===== config.mk =====
export PLATFORM = sky130hd
export DESIGN_NAME = uaslr_rekey_ctrl
export DESIGN_NICKNAME = d
export VERILOG_FILES = /design/src/rtl/uaslr_rekey_ctrl.sv
export SDC_FILE = /design/constraint.sdc
export NUM_CORES = 1
export LEC_CHECK = 0
export BUFFER_PORTS_ARGS = -buffer_cell sky130_fd_sc_hd__buf_2
export CAP_MARGIN = 10
export CORE_MARGIN = 3
export CORE_UTILIZATION = 54
export DETAILED_ROUTE_END_ITERATION = 10
export PLACE_DENSITY_LB_ADDON = 0.2
export SETUP_SLACK_MARGIN = 0.1
export SLEW_MARGIN = 20
export SYNTH_ARGS = -nofsm -noshare
export SYNTH_HDL_FRONTEND = slang
export SYNTH_SLANG_ARGS = --single-unit

===== constraint.sdc =====
create_clock -name clk -period 3.7 [get_ports clk]
set_input_delay 0.185 -clock clk [delete_from_list [all_inputs] [get_ports clk]]
set_output_delay 0.185 -clock clk [all_outputs]
set_load 0.005 [all_outputs]

===== src/rtl/uaslr_rekey_ctrl.sv =====
// Live uASLR rekey sequencer: halts the core, waits for the instruction and data
// buses to drain, then swaps in a fresh LFSR-derived offset and releases the core.
module uaslr_rekey_ctrl #(
  parameter int unsigned          RNG_WIDTH       = 32,
  parameter int unsigned          PERIOD_WIDTH    = 16,
  parameter int unsigned          MAX_OUTSTANDING = 4,
  parameter logic [RNG_WIDTH-1:0] LFSR_SEED       = 32'hACE1_2468
) (
  input  logic                    clk,
  input  logic                    rst,
  input  logic                    cfg_enable_i,
  input  logic [PERIOD_WIDTH-1:0] cfg_period_i,
  input  logic                    rekey_req_i,
  input  logic                    seed_load_i,
  input  logic [RNG_WIDTH-1:0]    seed_i,
  input  logic                    instr_req_i,
  input  logic                    instr_gnt_i,
  input  logic                    instr_rvalid_i,
  input  logic                    data_req_i,
  input  logic                    data_gnt_i,
  input  logic                    data_rvalid_i,
  output logic                    halt_req_o,
  input  logic                    halt_ack_i,
  output logic [RNG_WIDTH-1:0]    uaslr_config_o,
  output logic                    rekey_done_o,
  output logic                    busy_o,
  output logic [7:0]              epoch_o
);

  localparam int unsigned          CNT_W     = $clog2(MAX_OUTSTANDING + 1);
  localparam logic [CNT_W-1:0]     CNT_MAX   = CNT_W'(MAX_OUTSTANDING);
  localparam logic [RNG_WIDTH-1:0] LFSR_TAPS = RNG_WIDTH'(32'h8020_0003);

  typedef enum logic [1:0] {ST_IDLE, ST_HALT, ST_APPLY, ST_RESUME} state_e;

  state_e                  state_q, state_d;
  logic [RNG_WIDTH-1:0]    lfsr_q, lfsr_d, lfsr_step;
  logic [CNT_W-1:0]        instr_cnt_q, instr_cnt_d;
  logic [CNT_W-1:0]        data_cnt_q, data_cnt_d;
  logic [PERIOD_WIDTH-1:0] period_q, period_d;
  logic                    pending_q, pending_d;
  logic [RNG_WIDTH-1:0]    config_q, config_d;
  logic [7:0]              epoch_q, epoch_d;
  logic                    done_q, done_d;
  logic                    period_on, auto_fire, trigger, drained;

  // Simultaneous issue and response cancel; the count clamps at both ends.
  function automatic logic [CNT_W-1:0] outst_next(input logic [CNT_W-1:0] cnt,
                                                  input logic inc, input logic dec);
    logic [CNT_W-1:0] r;
    r = cnt;
    if (inc && !dec && cnt < CNT_MAX) r = cnt + CNT_W'(1);
    else if (dec && !inc && cnt != '0) r = cnt - CNT_W'(1);
    return r;
  endfunction

  always_ff @(posedge clk) begin
    if (rst) state_q <= ST_IDLE;
    else     state_q <= state_d;
  end

  always_comb begin
    period_on = cfg_enable_i && (cfg_period_i != '0);
    auto_fire = (state_q == ST_IDLE) && period_on &&
                (period_q == cfg_period_i - PERIOD_WIDTH'(1));
    trigger   = (state_q == ST_IDLE) && (rekey_req_i || pending_q || auto_fire);
    // Registered counts: a response landing with the ack only counts next cycle.
    drained   = (instr_cnt_q == '0) && (data_cnt_q == '0);
  end

  always_comb begin
    state_d = state_q;
    case (state_q)
      ST_IDLE:   if (trigger) state_d = ST_HALT;
      ST_HALT:   if (halt_ack_i && drained) state_d = ST_APPLY;
      ST_APPLY:  state_d = ST_RESUME;
      ST_RESUME: if (!halt_ack_i) state_d = ST_IDLE;
      default:   state_d = ST_IDLE;
    endcase
  end

  always_comb begin
    halt_req_o = 1'b0;
    busy_o     = 1'b1;
    case (state_q)
      ST_IDLE:          busy_o     = 1'b0;
      ST_HALT, ST_APPLY: halt_req_o = 1'b1;
      default: begin end
    endcase
  end

  always_comb begin
    lfsr_step   = {1'b0, lfsr_q[RNG_WIDTH-1:1]} ^ (lfsr_q[0] ? LFSR_TAPS : '0);
    lfsr_d      = lfsr_step;
    if (seed_load_i) lfsr_d = (seed_i == '0) ? RNG_WIDTH'(1) : seed_i;

    instr_cnt_d = outst_next(instr_cnt_q, instr_req_i && instr_gnt_i, instr_rvalid_i);
    data_cnt_d  = outst_next(data_cnt_q, data_req_i && data_gnt_i, data_rvalid_i);

    pending_d   = (state_q == ST_IDLE) ? 1'b0 : (pending_q || rekey_req_i);
    period_d    = (period_on && (state_q == ST_IDLE) && !trigger) ?
                  period_q + PERIOD_WIDTH'(1) : '0;

    config_d    = config_q;
    config_d[0] = cfg_enable_i;
    epoch_d     = epoch_q;
    done_d      = (state_q == ST_APPLY);
    if (state_q == ST_APPLY) begin
      config_d[RNG_WIDTH-1:2] = lfsr_q[RNG_WIDTH-1:2];
      config_d[1]             = 1'b0;
      epoch_d                 = epoch_q + 8'd1;
    end
  end

  always_ff @(posedge clk) begin
    if (rst) begin
      lfsr_q      <= LFSR_SEED;
      instr_cnt_q <= '0;
      data_cnt_q  <= '0;
      period_q    <= '0;
      pending_q   <= 1'b0;
      config_q    <= '0;
      epoch_q     <= '0;
      done_q      <= 1'b0;
    end else begin
      lfsr_q      <= lfsr_d;
      instr_cnt_q <= instr_cnt_d;
      data_cnt_q  <= data_cnt_d;
      period_q    <= period_d;
      pending_q   <= pending_d;
      config_q    <= config_d;
      epoch_q     <= epoch_d;
      done_q      <= done_d;
    end
  end

  assign uaslr_config_o = config_q;
  assign rekey_done_o   = done_q;
  assign epoch_o        = epoch_q;

endmodule


* Word level (Yosys, flattened, before mapping)
Cells that the tools add are included.
** Word-level totals
- Flip-flop bits (word level) :: 97
- Input bits :: 60
- Output and inout port bits :: 43
- Word-level logic and storage cells :: 78
** Cells by class
- $add $sub $neg :: 7
- Order comparisons :: 2
- Eq/ne operators :: 7
- Mux-type cells :: 13
- Bitwise logic cells :: 2
- Reductions and logical operators :: 37
** Operators by type and width (number)
- 2-to-1 mux 32 bit :: 3
- zero test 32 bit :: 1
- XOR 31 x 32 -> 32 bit :: 1
- logical AND 1 bit :: 17
- adder 16 x 1 -> 16 bit (second input constant) :: 1
- equality test 16 bit :: 1
- nonzero test 16 bit :: 1
- subtractor 16 x 1 -> 16 bit (second input constant) :: 1
- 2-to-1 mux 3 bit :: 4
- adder 8 x 1 -> 8 bit (second input constant) :: 1
- case mux 2 bit (4 select lines) :: 1
- adder 3 x 1 -> 3 bit (second input constant) :: 2
- zero test 3 bit :: 2
- less-than comparator 3 bit (second input constant) :: 2
- 2-to-1 mux 2 bit :: 3
- != test 2 bit (second input constant) :: 3
- nonzero test 3 bit :: 2
- OR reduction 2 bit :: 3
- subtractor 3 x 1 -> 3 bit (second input constant) :: 2
- zero test 1 bit :: 5
- equality test 2 bit (second input constant) :: 2
- nonzero test 2 bit :: 2
- AND reduction 3 bit :: 1
- equality test 2 x 1 -> 1 bit (second input constant) :: 1
- other kinds (4) :: 6

* Logic depth before layout (Yosys ltp)
Gate-level depths: netlist (run 1).
- Depth after elaboration :: 10
- Gate-level depth with buffers :: 11
- Gate-level depth less buffers :: 9

* Worst setup path before layout (run 1)
OpenSTA, ideal clock, no wires.
- Kind :: input to register
- Start :: input cfg_period_i[2]
- End :: register state_q[1]
- Setup time :: 95 ps
- Data arrival time :: 3016 ps
- Data required time :: 3605 ps
- Setup slack :: 589 ps
- Cell stages on the path :: 8
- Buffers on the path :: 1
- Cell sequence :: or4_1 -> clkbuf_2 -> or4_2 -> xnor2_1 -> or3_1 -> a211o_1 -> or4_4 -> o311ai_1
** Between the ends
- Cells in the longest elaborated chain, start to end :: 8
- Elaborated cells between the ends (all ways) :: 10
- Those cells by class :: 1 x add/sub; 2 x eq/ne; 7 x reduce/logical
** Ends and longest elaborated chain
- start: declaration :: RTL line 12 : input logic [PERIOD_WIDTH-1:0] cfg_period_i,
- branches (longest 3 deep; another with subtractor 16 x 1 -> 16 bit)
- logical AND 1 bit (*) :: RTL line 64 : auto_fire = (state_q == ST_IDLE) && period_on &&
- logical OR 1 bit (*) :: RTL line 66 : trigger = (state_q == ST_IDLE) && (rekey_req_i || pending_q || auto_fire);
- logical AND 1 bit (*) :: RTL line 66
- != test 2 bit (no source line) (*)
- AND reduction 3 bit (no source line) (*)
- end signal: assignment :: RTL line 59 : else state_q <= state_d;
- end: declaration :: RTL line 36 : state_e state_q, state_d;
Every way passes the cells marked *.
A chain may end at the register's enable or synchronous reset.

* Worst setup path after layout (run 1)
- Start :: input cfg_period_i[6]
- End :: register state_q[1]
Same word-level chain as after synthesis.

==> results of run 1 <==
-- worst max-delay path, cell delays in order --
cell and delay (ns):
buf_2 0.14, or4_1 0.60, or4_2 0.71, xnor2_1 0.15, or3_1 0.34, a211o_1 0.31, or4_4 0.55, o311ai_1 0.27
-- state kept, by name (all words and copies together) (netlist names) --
name,cells
state_q,2
epoch_o,8
pending_q,1
lfsr_q,32
instr_cnt_q,3
period_q,16
uaslr_config_o,31
rekey_done_o,1
data_cnt_q,3
-- layout by cell type, fill, tap and decap left out, types with 2 or more instances in the layout --
cell	count
a211o_1	13
a211oi_1	4
a21oi_1	7
a32oi_1	2
and2_1	2
and3_1	3
and3_2	2
buf_2	101
buf_4	7
clkbuf_8	10
dfxtp_1	97
fa_1	2
ha_1	6
inv_1	7
inv_6	2
mux2i_1	52
nand2_1	17
nand2b_1	5
nand3_1	10
nand3b_1	2
nand4_1	12
nor2_1	94
nor2b_1	15
nor3_1	9
nor4_1	14
o2111ai_1	2
o21a_1	2
o21ai_0	9
or2_2	3
or3_1	8
or4_1	3
or4_2	2
xnor2_1	14
xor2_1	27
-- through the flow --
step | setup slack [ns] | hold slack, ns | total power, mW
2_1_floorplan | 0.5886 | 0.2681 | 1.715
3_5_place_dp | 0.3234 | 0.3912 | 1.922
5_1_grt | 0.6082 | 0.008267 | 2.783
4_1_cts | 0.7031 | 0.002987 | 2.646
6_report | 0.7014 | 0.01752 | 2.615
3_3_place_gp | 0.3853 | 0.3841 | 1.901
-- cell type report --
class / count / area (um^2) / share of cell area, %
Clock buffer: 10 / 137.6 / 2.618
Clock inverter: 6 / 71.32 / 1.356
Inverter: 7 / 26.28 / 0.4998
Multi-Input combinational cell: 356 / 2395 / 45.55
Sequential cell: 97 / 1942 / 36.93
Tap cell: 102 / 127.6 / 2.427
Timing Repair Buffer: 108 / 558.0 / 10.61
-- synth_stat cells, drive strengths merged, types with 9 or more instances --
library cell and count:
clkbuf 17, nor3 9, xor2 27, o21ai 9, nor2 94, nor2b 15, nand4 12, mux2i 52
a211o 13, xnor2 14, nor4 14, nand3 10, nand2 17, dfxtp 97
-- power by group --
| part | switching (mW) | internal [mW] | total (mW) |
|---|---|---|---|
| combinational | 0.339 | 0.315 | 0.654 |
| sequential | 0.0775 | 1.16 | 1.24 |
| clock | 0.380 | 0.340 | 0.720 |
| total | 0.797 | 1.82 | 2.61 |
-- cell families (layout without fill, tap and decap cells) --
group                      count (synthesis)  after routing  share of synthesized area (%)
and+or+nand+nor                          206            206                          22.80
AOI/OAI and AO/OA                         46             46                          7.572
other                                      1              1                        0.08405
muxes                                     52             52                          11.67
buffers and inverters                     32            131                          2.861
xor gates and xnor gates                  42             42                          8.637
DFF                                       97             97                          43.52
adders and majority gates                  9              9                          2.860
-- per-layer routing --
| metal | vias to the layer above | share of wire [%] | track usage, % | wire length [um] |
|---|---|---|---|---|
| met5 | - | 0 | 0 | 0 |
| met4 | 0 | 0.80 | 4.860 | 76 |
| met2 | 94 | 48 | 33.70 | 4565 |
| met3 | 10 | 5.9 | 6.056 | 555 |
| li1 | 1873 | - | - | - |
| met1 | 1707 | 45 | 25.21 | 4253 |
-- final timing paths --
| path | startpoint | end | slack [ns] | cells past startpoint |
|---|---|---|---|---|
| max | cfg_period_i[6] | state_q[1] | 0.70 | 8 |
| min | rst | uaslr_config_o[0] | 0.02 | 2 |
| max reg2reg | period_q[14] | state_q[1] | 1.16 | 7 |
| min reg2reg | epoch_o[7] | epoch_o[7] | 0.50 | 2 |
==> summary.md, run 1 <==
| Metric | Value |
|---|---|
| Status | `finished, final reports clean` |
| Initial antenna violation count | `0` |
| Lkg Pwr | `2.247 nW` |
| Htree depth | `3` |
| CP arrival | `3.26 ns` |
| Setup repair after global routing missed its margin | `no` |
| Die Wd | `96.90 um` |
| Gr ovfl total | `0` |
| Root Driver | `clkbuf_8` |
| Core ar. | `0.007888 mm^2` |
| Share of cells above drive strength 1 | `23.29%` |
| PortBufs | `101` |
| First-pass GRT wire length | `15910 um` |
| Library cells used by synthesis | `49` |
| Final setup TNS | `0 ns` |
| Number of global-route vias before repair | `3490` |
| Syn Nets | `554` |
| # setup viols final | `0` |
| GP Congestion | `0.9370` |
| Period minus WS final | `2.999 ns` |
| Crit path max fanout | `7` |
| Total wire length | `9450 um` |
| Placed Cells | `670` |
| Post-synthesis area per instance | `9.200 um^2` |
| Post-synth ARST share | `0%` |
| I/O pins | `103` |
| Total die area | `0.009390 mm^2` |
| Worst Tran Pin Value | `0.9780 ns` |
| Number of enable flip-flop cells after synthesis | `0` |
| Clock Latency Late Sink | `0.36 ns` |
| Max Cap Viol | `0` |
| Post-CTS Setup Bufs | `0` |
| Min-delay worst type | `input pin to flop` |
| Area Overhead vs Synth | `17.84%` |
| Largest area contributor in the netlist | `dfxtp_1` |
| Via Count | `3684` |
| Initial drt markers | `104` |
| Fin Clk Skew | `0.01180 ns` |
| Post-route ant nets | `0` |
| Pins Over Slew Limit | `0` |
| DR DRC count | `0` |
| Finished Layout Cells | `686` |
| Worst setup path class | `input pin to flop` |
| DR pass1 iterations | `4` |
| Final period util | `81.04%` |
| Antenna diode count | `0` |
| Critical Path RT | `3.96 ns` |
| CTS Hold Bufs | `0` |
| Synth top area share | `43.52%` |
| Worst setup SP type | `input pin` |
| Worst setup EP type | `flop` |
| WL/cell | `13.78 um` |
| FILL cells | `667` |
| Top FF cell, synth | `dfxtp_1` |
| Peak Freq | `333.5 MHz` |
| Total GRT Usage | `20.05%` |
| DR vias/cell | `5.370` |
| Synth Cell Area | `0.004462 mm^2` |
| Cell Rows | `32` |
| Yosys reg bits | `97` |
| Post-DP Area | `0.005049 mm^2` |
| Design Area, Final | `0.005258 mm^2` |
| Sequential-to-total area share from yosys stat | `43.52%` |
| Largest net degree at the start of global routing | `83` |
| Pwr per Cell Area | `497.3 mW/mm^2` |
| Synth top area cells | `dfxtp_1 44%, mux2i_1 12%, nor2_1 7.9%` |
| Worst-path clk slew | `0.09 ns` |
| Fin nets | `648` |
| Final core occ | `66.66%` |
| TritonCTS clock tree | `built` |
| Worst-case clock buffer depth | `2` |
| Final hold violations | `0` |
| Post-CTS sizing | `0` |
| Dpl hpwl | `6986 um` |
| Rel. slew slack | `34.80%` |
| Chip height | `96.90 um` |
| Post-Syn Instances | `485` |
| Max VDD drop | `0.2335 mV` |
| TritonCTS Buffers | `9` |
| Initial Util | `56.57%` |
| Clock sink total | `97` |
| Yosys Warn Count | `0` |
(Power assumes the default switching activity.)
==> run 2, diff against run 1 <==
--- a/config.mk
+++ b/config.mk
@@ -8,7 +8,7 @@
 export BUFFER_PORTS_ARGS = -buffer_cell sky130_fd_sc_hd__buf_2
 export CAP_MARGIN = 10
 export CORE_MARGIN = 3
-export CORE_UTILIZATION = 54
+export CORE_UTILIZATION = 49
 export DETAILED_ROUTE_END_ITERATION = 10
 export PLACE_DENSITY_LB_ADDON = 0.2
 export SETUP_SLACK_MARGIN = 0.1
==> constraint.sdc (replaced) <==
create_clock -name clk -period 2.5 [get_ports clk]
set_input_delay 0.125 -clock clk [delete_from_list [all_inputs] [get_ports clk]]
set_output_delay 0.125 -clock clk [all_outputs]
set_load 0.005 [all_outputs]
==> run 2 against run 1 <==
  * Clock skew is 0.0023 ns higher
  * Combinational power is 61% higher
  * Worst setup slack worse by 0.68 ns
  * Utilization is 1.8 points lower
  * Critical path type unchanged
  * Largest power group unchanged
  * Highest routed layer unchanged
==> summary.md, run 2 (synthesized netlist as in run 1, its figures left out) <==
| Metric | Value |
|---|---|
| Area Overhead vs Synth | `27.40%` |
| I/O pins | `103 (unchanged)` |
| WL/cell | `13.92 um (+1.1%)` |
| Min-Delay Endpoint | `lfsr_q[18]` |
| Final hold violations | `0 (unchanged)` |
| Total power | `3.917 mW (+50%)` |
| DR vias/cell | `5.211 (-3.0%)` |
| DR DRC count | `0 (unchanged)` |
| Gr ovfl total | `0 (unchanged)` |
| Max stage delay on crit path | `0.53 ns (-0.18 ns)` |
| Crit path max fanout | `3 (-4)` |
| Cell Rows | `34 (+6.3%)` |
| Status | `finished, final reports clean` |
| Internal power | `2.647 mW (+46%)` |
| Worst-path clk slew | `0.10 ns (about the same)` |
| CP arrival | `2.76 ns (-0.50 ns)` |
| TritonCTS Buffers | `9 (unchanged)` |
| Initial antenna violation count | `0 (unchanged)` |
| TritonCTS clock tree | `built` |
| Gate power share | `26.8% (+1.8 points)` |
| Post-route ant nets | `0 (unchanged)` |
| Worst-case clock buffer depth | `2 (unchanged)` |
| Final setup TNS | `0 ns (unchanged)` |
| Clock sink total | `97 (unchanged)` |
| Critical Path RT | `2.78 ns (-1.18 ns)` |
| GP Congestion | `0.8191 (-13%)` |
| Max VDD drop | `0.3938 mV (+69%)` |
| Worst Tran Pin Value | `0.9761 ns (-0.001892 ns)` |
| Number of global-route vias before repair | `3676 (+5.3%)` |
| GR Layer Usage met1 | `25.60% (+0.39 points)` |
| WHS | `0.01368 ns (-0.003841 ns)` |
| R2R cell count | `7 (unchanged)` |
| Rel. slew slack | `34.93% (+0.13 points)` |
| Critical path, cell by cell | `buf_2 -> or4_4 -> or4_4 -> xnor2_1 -> or3_1 -> a211o_1 -> or4_4 -> o311ai_4` |
| Die Wd | `101.4 um (+4.7%)` |
| First-pass GRT wire length | `16870 um (+6.0%)` |
| Most frequent cells in the layout | `101 x buf_2, 97 x dfxtp_1, 94 x nor2_1, 52 x mux2i_1` |
| Dpl hpwl | `7385 um (+5.7%)` |
| Setup repair after global routing missed its margin | `yes` |
| Cell mode on critical path | `or4_4` |
| Clock Latency Late Sink | `0.37 ns (about the same)` |
| Share of cells above drive strength 1 | `25.88% (+2.6 points)` |
| RR Startpoint | `period_q[14]` |
| Max reg flops | `32 (unchanged)` |
| Crit Reg-Reg Endpoint | `state_q[1]` |
| CP delay by family, top | `simple AND/OR/NAND/NOR gates` |
| Htree depth | `3 (unchanged)` |
| Initial Util | `50.91% (-5.7 points)` |
| Sequential power share | `47.0% (-0.4 points)` |
| Final core occ | `64.86% (-1.8 points)` |
| Max Cap Viol | `0 (unchanged)` |
| Pwr per Cell Area | `689.1 mW/mm^2 (+39%)` |
| Root Driver | `clkbuf_8` |
| Post-DP Area | `0.005220 mm^2 (+3.4%)` |
| WP buf/inv | `1 (unchanged)` |
| Worst setup EP type | `flop` |
| Worst slack, placed | `-0.3443 ns (-0.6677 ns)` |
| Antenna diode count | `0 (unchanged)` |
| R2R setup slack | `0.13 ns (-1.03 ns)` |
| Top reg by flops | `lfsr_q` |
| Hold Startpoint | `seed_i[18]` |
| # setup viols final | `0 (unchanged)` |
| Fin Clk Skew | `0.01408 ns (+0.002273 ns)` |
| Chip height | `101.4 um (+4.7%)` |
| Min-delay worst type | `input pin to flop` |
| Placed Cells | `696 (+3.9%)` |
| Worst setup SP type | `input pin` |
| Peak Freq | `403.0 MHz` |
| Total GRT Usage | `20.15% (+0.095 points)` |
| Total wire length | `10220 um (+8.1%)` |
| Largest net degree at the start of global routing | `83 (unchanged)` |
| Lkg Pwr | `2.445 nW (+8.8%)` |
| GR Util met3 | `4.201% (-1.9 points)` |
| Total die area | `0.01029 mm^2 (+9.6%)` |
| DR pass1 iterations | `4 (unchanged)` |
| Clk pwr share | `26.2% (-1.3 points)` |
| Final period util | `99.26%` |
| Period minus WS final | `2.482 ns` |
| Worst setup path class | `input pin to flop` |
| Hold Crit Depth | `3 (+1)` |
| Max stage delay cell, worst path | `or4_4` |
| Sw Share | `32.42% (+1.9 points)` |
| Final worst slack | `0.01842 ns (-0.6830 ns)` |
| Fin nets | `690 (+6.5%)` |
| Core ar. | `0.008763 mm^2 (+11%)` |
| Psw | `1.270 mW (+59%)` |
| PortBufs | `101 (unchanged)` |
| Design Area, Final | `0.005684 mm^2 (+8.1%)` |
| Finished Layout Cells | `734 (+7.0%)` |
| Initial drt markers | `100 (-3.8%)` |
| Commonest non-fill, non-tap cell in the layout | `buf_2` |
| Via Count | `3825 (+3.8%)` |
| Pins Over Slew Limit | `0 (unchanged)` |
| M2 GR Usage | `34.56% (+0.85 points)` |
| GRT Max-Usage Layer | `met2` |
-- run 2: changes by cell type in the layout (fill, tap and decap cells not counted), sizes merged --
cell         change
buf             +22
bufinv           -1
clkbuf           -1
clkinv           +3
dlygate4sd3     +20
inv              -1
-- run 2: layer usage --
metal | vias up | wire length, um
li1 | 1960 | -
met1 | 1778 | 4683
met2 | 82 | 4968
met3 | 5 | 480
met4 | 0 | 87
met5 | - | 0
-- run 2: how the worst max path moves through the flow --
stage	startpoint	end	slack (ns)	cells after the start
floorplan	cfg_period_i[2]	state_q[1]	-0.18	8
global placement	cfg_period_i[6]	state_q[1]	-0.30	8
detailed placement	cfg_period_i[6]	state_q[1]	-0.34	8
CTS	cfg_period_i[6]	state_q[1]	0.07	8
global route	cfg_period_i[6]	state_q[1]	-0.002	8
finish	cfg_period_i[6]	state_q[1]	0.02	8
-- run 2: final cells by class --
cell class	instances	area, um^2
Clock buffer	9	123.9
Clock inverter	7	85.08
Fill cell	765	3079
Inverter	7	26.28
Multi-Input combinational cell	356	2441
Sequential cell	97	1942
Tap cell	108	135.1
Timing Repair Buffer	150	930.9
-- run 2: what timing repair did --
item	CTS	global route
resized for setup	0	10
pin swaps	3	0
setup buffers	1	0
endpoints found under the hold margin	20	0
setup endpoints to repair	3	15
gates cloned	0	1
hold buffers	20	0
-- run 2: power by group through the flow --
stage	Combinational, mW	Sequential (mW)	Clock, mW
floorplan	0.680	1.86	0
global placement	0.986	1.87	0
detailed placement	1.00	1.88	0
CTS	1.03	1.84	1.06
global route	1.19	1.87	1.12
finish	1.05	1.84	1.03
-- run 2: worst min-delay path, stage by stage --
cell	delay, ns
buf_2	0.09
mux2i_1	0.06
nor2_1	0.07
==> run 3, diff against run 2 <==
--- a/config.mk
+++ b/config.mk
@@ -5,11 +5,11 @@
 export SDC_FILE = /design/constraint.sdc
 export NUM_CORES = 1
 export LEC_CHECK = 0
-export BUFFER_PORTS_ARGS = -buffer_cell sky130_fd_sc_hd__buf_2
 export CAP_MARGIN = 10
 export CORE_MARGIN = 3
-export CORE_UTILIZATION = 49
+export CORE_UTILIZATION = 55
 export DETAILED_ROUTE_END_ITERATION = 10
+export DONT_BUFFER_PORTS = 1
 export PLACE_DENSITY_LB_ADDON = 0.2
 export SETUP_SLACK_MARGIN = 0.1
 export SLEW_MARGIN = 20
==> run 3 against run 2 <==
  * Clock skew is 0.0075 ns higher
  * Critical endpoint unchanged
  * Combinational power shrank 8%
  * Critical path type unchanged
  * Via count fell by 5.0%
==> summary.md, run 3 (synthesized netlist as in run 1, its figures left out) <==
| Metric | Value |
|---|---|
| Lkg Pwr | `2.060 nW (-16%)` |
| R2R setup slack | `0.21 ns (+0.08 ns)` |
| Via Count | `3633 (-5.0%)` |
| Rel. slew slack | `31.82% (-3.1 points)` |
| Final setup TNS | `0 ns (unchanged)` |
| Largest net degree at the start of global routing | `83 (unchanged)` |
| DR vias/cell | `5.633 (+8.1%)` |
| Die Wd | `96.07 um (-5.3%)` |
| Setup repair after global routing missed its margin | `no` |
| Final core occ | `69.71% (+4.8 points)` |
| CP delay by family, top | `simple AND/OR/NAND/NOR gates` |
| TritonCTS clock tree | `built` |
| Total GRT Usage | `23.65% (+3.5 points)` |
| Max Cap Viol | `0 (unchanged)` |
| Htree depth | `3 (unchanged)` |
| Worst-path clk slew | `0.11 ns (about the same)` |
| Worst-case clock buffer depth | `2 (unchanged)` |
| Root Driver | `clkbuf_8` |
| Total die area | `0.009229 mm^2 (-10%)` |
| Total wire length | `10780 um (+5.5%)` |
| Min-delay worst type | `input pin to flop` |
| Post-route ant nets | `0 (unchanged)` |
| TritonCTS Buffers | `9 (unchanged)` |
| Max VDD drop | `0.4033 mV (+2.4%)` |
| Max stage delay on crit path | `0.54 ns (about the same)` |
| WP buf/inv | `0 (-1)` |
| Worst Setup EP | `state_q[1]` |
| Hold Startpoint | `instr_rvalid_i` |
| Cell mode on critical path | `or4_4` |
| Initial drt markers | `134 (+34%)` |
| PortBufs | `0 (-100%)` |
| Core ar. | `0.007807 mm^2 (-11%)` |
| Antenna diode count | `0 (unchanged)` |
| Chip height | `96.07 um (-5.3%)` |
| Worst setup SP type | `input pin` |
| Critical path, cell by cell | `or4_4 -> or4_4 -> xnor2_1 -> or3_1 -> a211o_1 -> or4_4 -> o311ai_2` |
| Fin nets | `607 (-12%)` |
| Pwr per Cell Area | `721.8 mW/mm^2 (+4.7%)` |
| FF+latch area | `0.001943 mm^2 (about the same)` |
| RR Startpoint | `state_q[0]` |
| Final period util | `93.05% (-6.2 points)` |
| Gr ovfl total | `0 (unchanged)` |
| Status | `finished, final reports clean` |
| Number of global-route vias before repair | `3642 (-0.92%)` |
| Clock Latency Late Sink | `0.37 ns (about the same)` |
| R2R cell count | `9 (+2)` |
| DR pass1 iterations | `4 (unchanged)` |
| Cell Rows | `32 (-5.9%)` |
| Critical Path RT | `2.76 ns (-0.02 ns)` |
| Worst setup EP type | `flop` |
| Crit Reg-Reg Endpoint | `period_q[7]` |
| Clock sink total | `97 (unchanged)` |
| Final hold violations | `0 (unchanged)` |
| Critical Path Source | `cfg_period_i[6]` |
| FILL cells | `628 (-18%)` |
| Share of cells above drive strength 1 | `9.024% (-17 points)` |
| I/O pins | `103 (unchanged)` |
| Area Overhead vs Synth | `21.99%` |
| Initial antenna violation count | `0 (unchanged)` |
| Peak Freq | `429.9 MHz (+6.7%)` |
| Dpl hpwl | `6882 um (-6.8%)` |
| Worst setup path class | `input pin to flop` |
| Max stage delay cell, worst path | `or4_4` |
| Crit path max fanout | `7 (+4)` |
| Period minus WS final | `2.326 ns (-0.1553 ns)` |
| Top reg by flops | `lfsr_q` |
| Max reg flops | `32 (unchanged)` |
| GP Congestion | `0.8534 (+4.2%)` |
| Path length in cells of the critical path | `7 (-1)` |
| DR DRC count | `0 (unchanged)` |
| # setup viols final | `0 (unchanged)` |
| First-pass GRT wire length | `17020 um (+0.86%)` |
| Worst Tran Pin Value | `1.019 ns (+0.04326 ns)` |
| Fin Clk Skew | `0.02163 ns (+0.007550 ns)` |
| Commonest non-fill, non-tap cell in the layout | `dfxtp_1` |
| CP arrival | `2.59 ns (-0.17 ns)` |
| WL/cell | `16.72 um (+20%)` |
| Initial Util | `57.15% (+6.2 points)` |
| Area occupied by multi-input gates | `0.002451 mm^2 (+0.41%)` |
| Pins Over Slew Limit | `0 (unchanged)` |
| Most frequent cells in the layout | `96 x dfxtp_1, 94 x nor2_1, 54 x dlygate4sd3_1, 52 x mux2i_1, 27 x xor2_1` |
run 3: cell count changes in the layout (fill, tap and decap cells not counted), sizes merged:
| cell | previous run | this run |
|---|---|---|
| clkinv | 4 | 1 |
| inv | 9 | 11 |
| bufinv | 0 | 1 |
| buf | 130 | 13 |
| dlygate4sd3 | 20 | 54 |
run 3: worst min path at each step:
stage,to,slack (ns),cells past startpoint
after CTS,instr_cnt_q[2],0.06,4
after floorplan,uaslr_config_o[0],0.21,1
after global routing,instr_cnt_q[2],0.07,4
after detailed placement,epoch_o[5],0.20,1
final,instr_cnt_q[2],0.07,4
after global placement,epoch_o[7],0.20,1
run 3: area by class of cell:
type                       instances  area share (%)
clock buffer                       9           2.276
clock inverter                     7           1.770
inverter                           7          0.4828
multi-input combinational        356           45.03
sequential                        97           35.70
tap                              102           2.345
timing repair buffer              67           12.39
run 3: report_power, final:
part	total, mW	switching, mW	internal (mW)
clock network	1.10	0.600	0.495
registers	1.87	0.147	1.72
logic	0.964	0.468	0.496
run 3: stage by stage:
stage	hold slack (ns)	std cells	total power [mW]	instance area (um^2)	setup slack, ns
finish	0.07367	645	3.928	5443	0.1737
global route	0.06935	645	4.157	5443	0.09929
CTS	0.06077	644	3.888	5388	0.1272
detailed placement	0.2048	573	2.690	4599	-0.2388
global placement	0.2046	573	2.661	4599	-0.1964
floorplan	0.2081	485	2.539	4476	-0.1760
run 3: metal layers:
layer / vias to the layer above / global-route usage, % / part of all wire [%]
met5: - / 0 / 0
met3: 7 / 7.037 / 7.1
met4: 0 / 5.095 / 0.50
met1: 1722 / 29.59 / 43
met2: 103 / 40.20 / 50
li1: 1801 / - / -
run 3: timing repair:
item | CTS | global route
hold buffers | 55 | 0
gates resized for setup | 0 | 12
hold endpoints to repair | 81 | 0
buffers inserted | 0 | 0
endpoints found under the setup margin | 0 | 15
run 3: worst register-to-register path, cell delays in order (launching register included):
cell and delay, ns:
dfxtp_1 0.35, inv_1 0.15, ha_4 0.18, nand4_1 0.10, nor4bb_2 0.34, o2111ai_2 0.20, or3_4 0.43, o21ai_2 0.19
buf_4 0.18, nor2_1 0.05
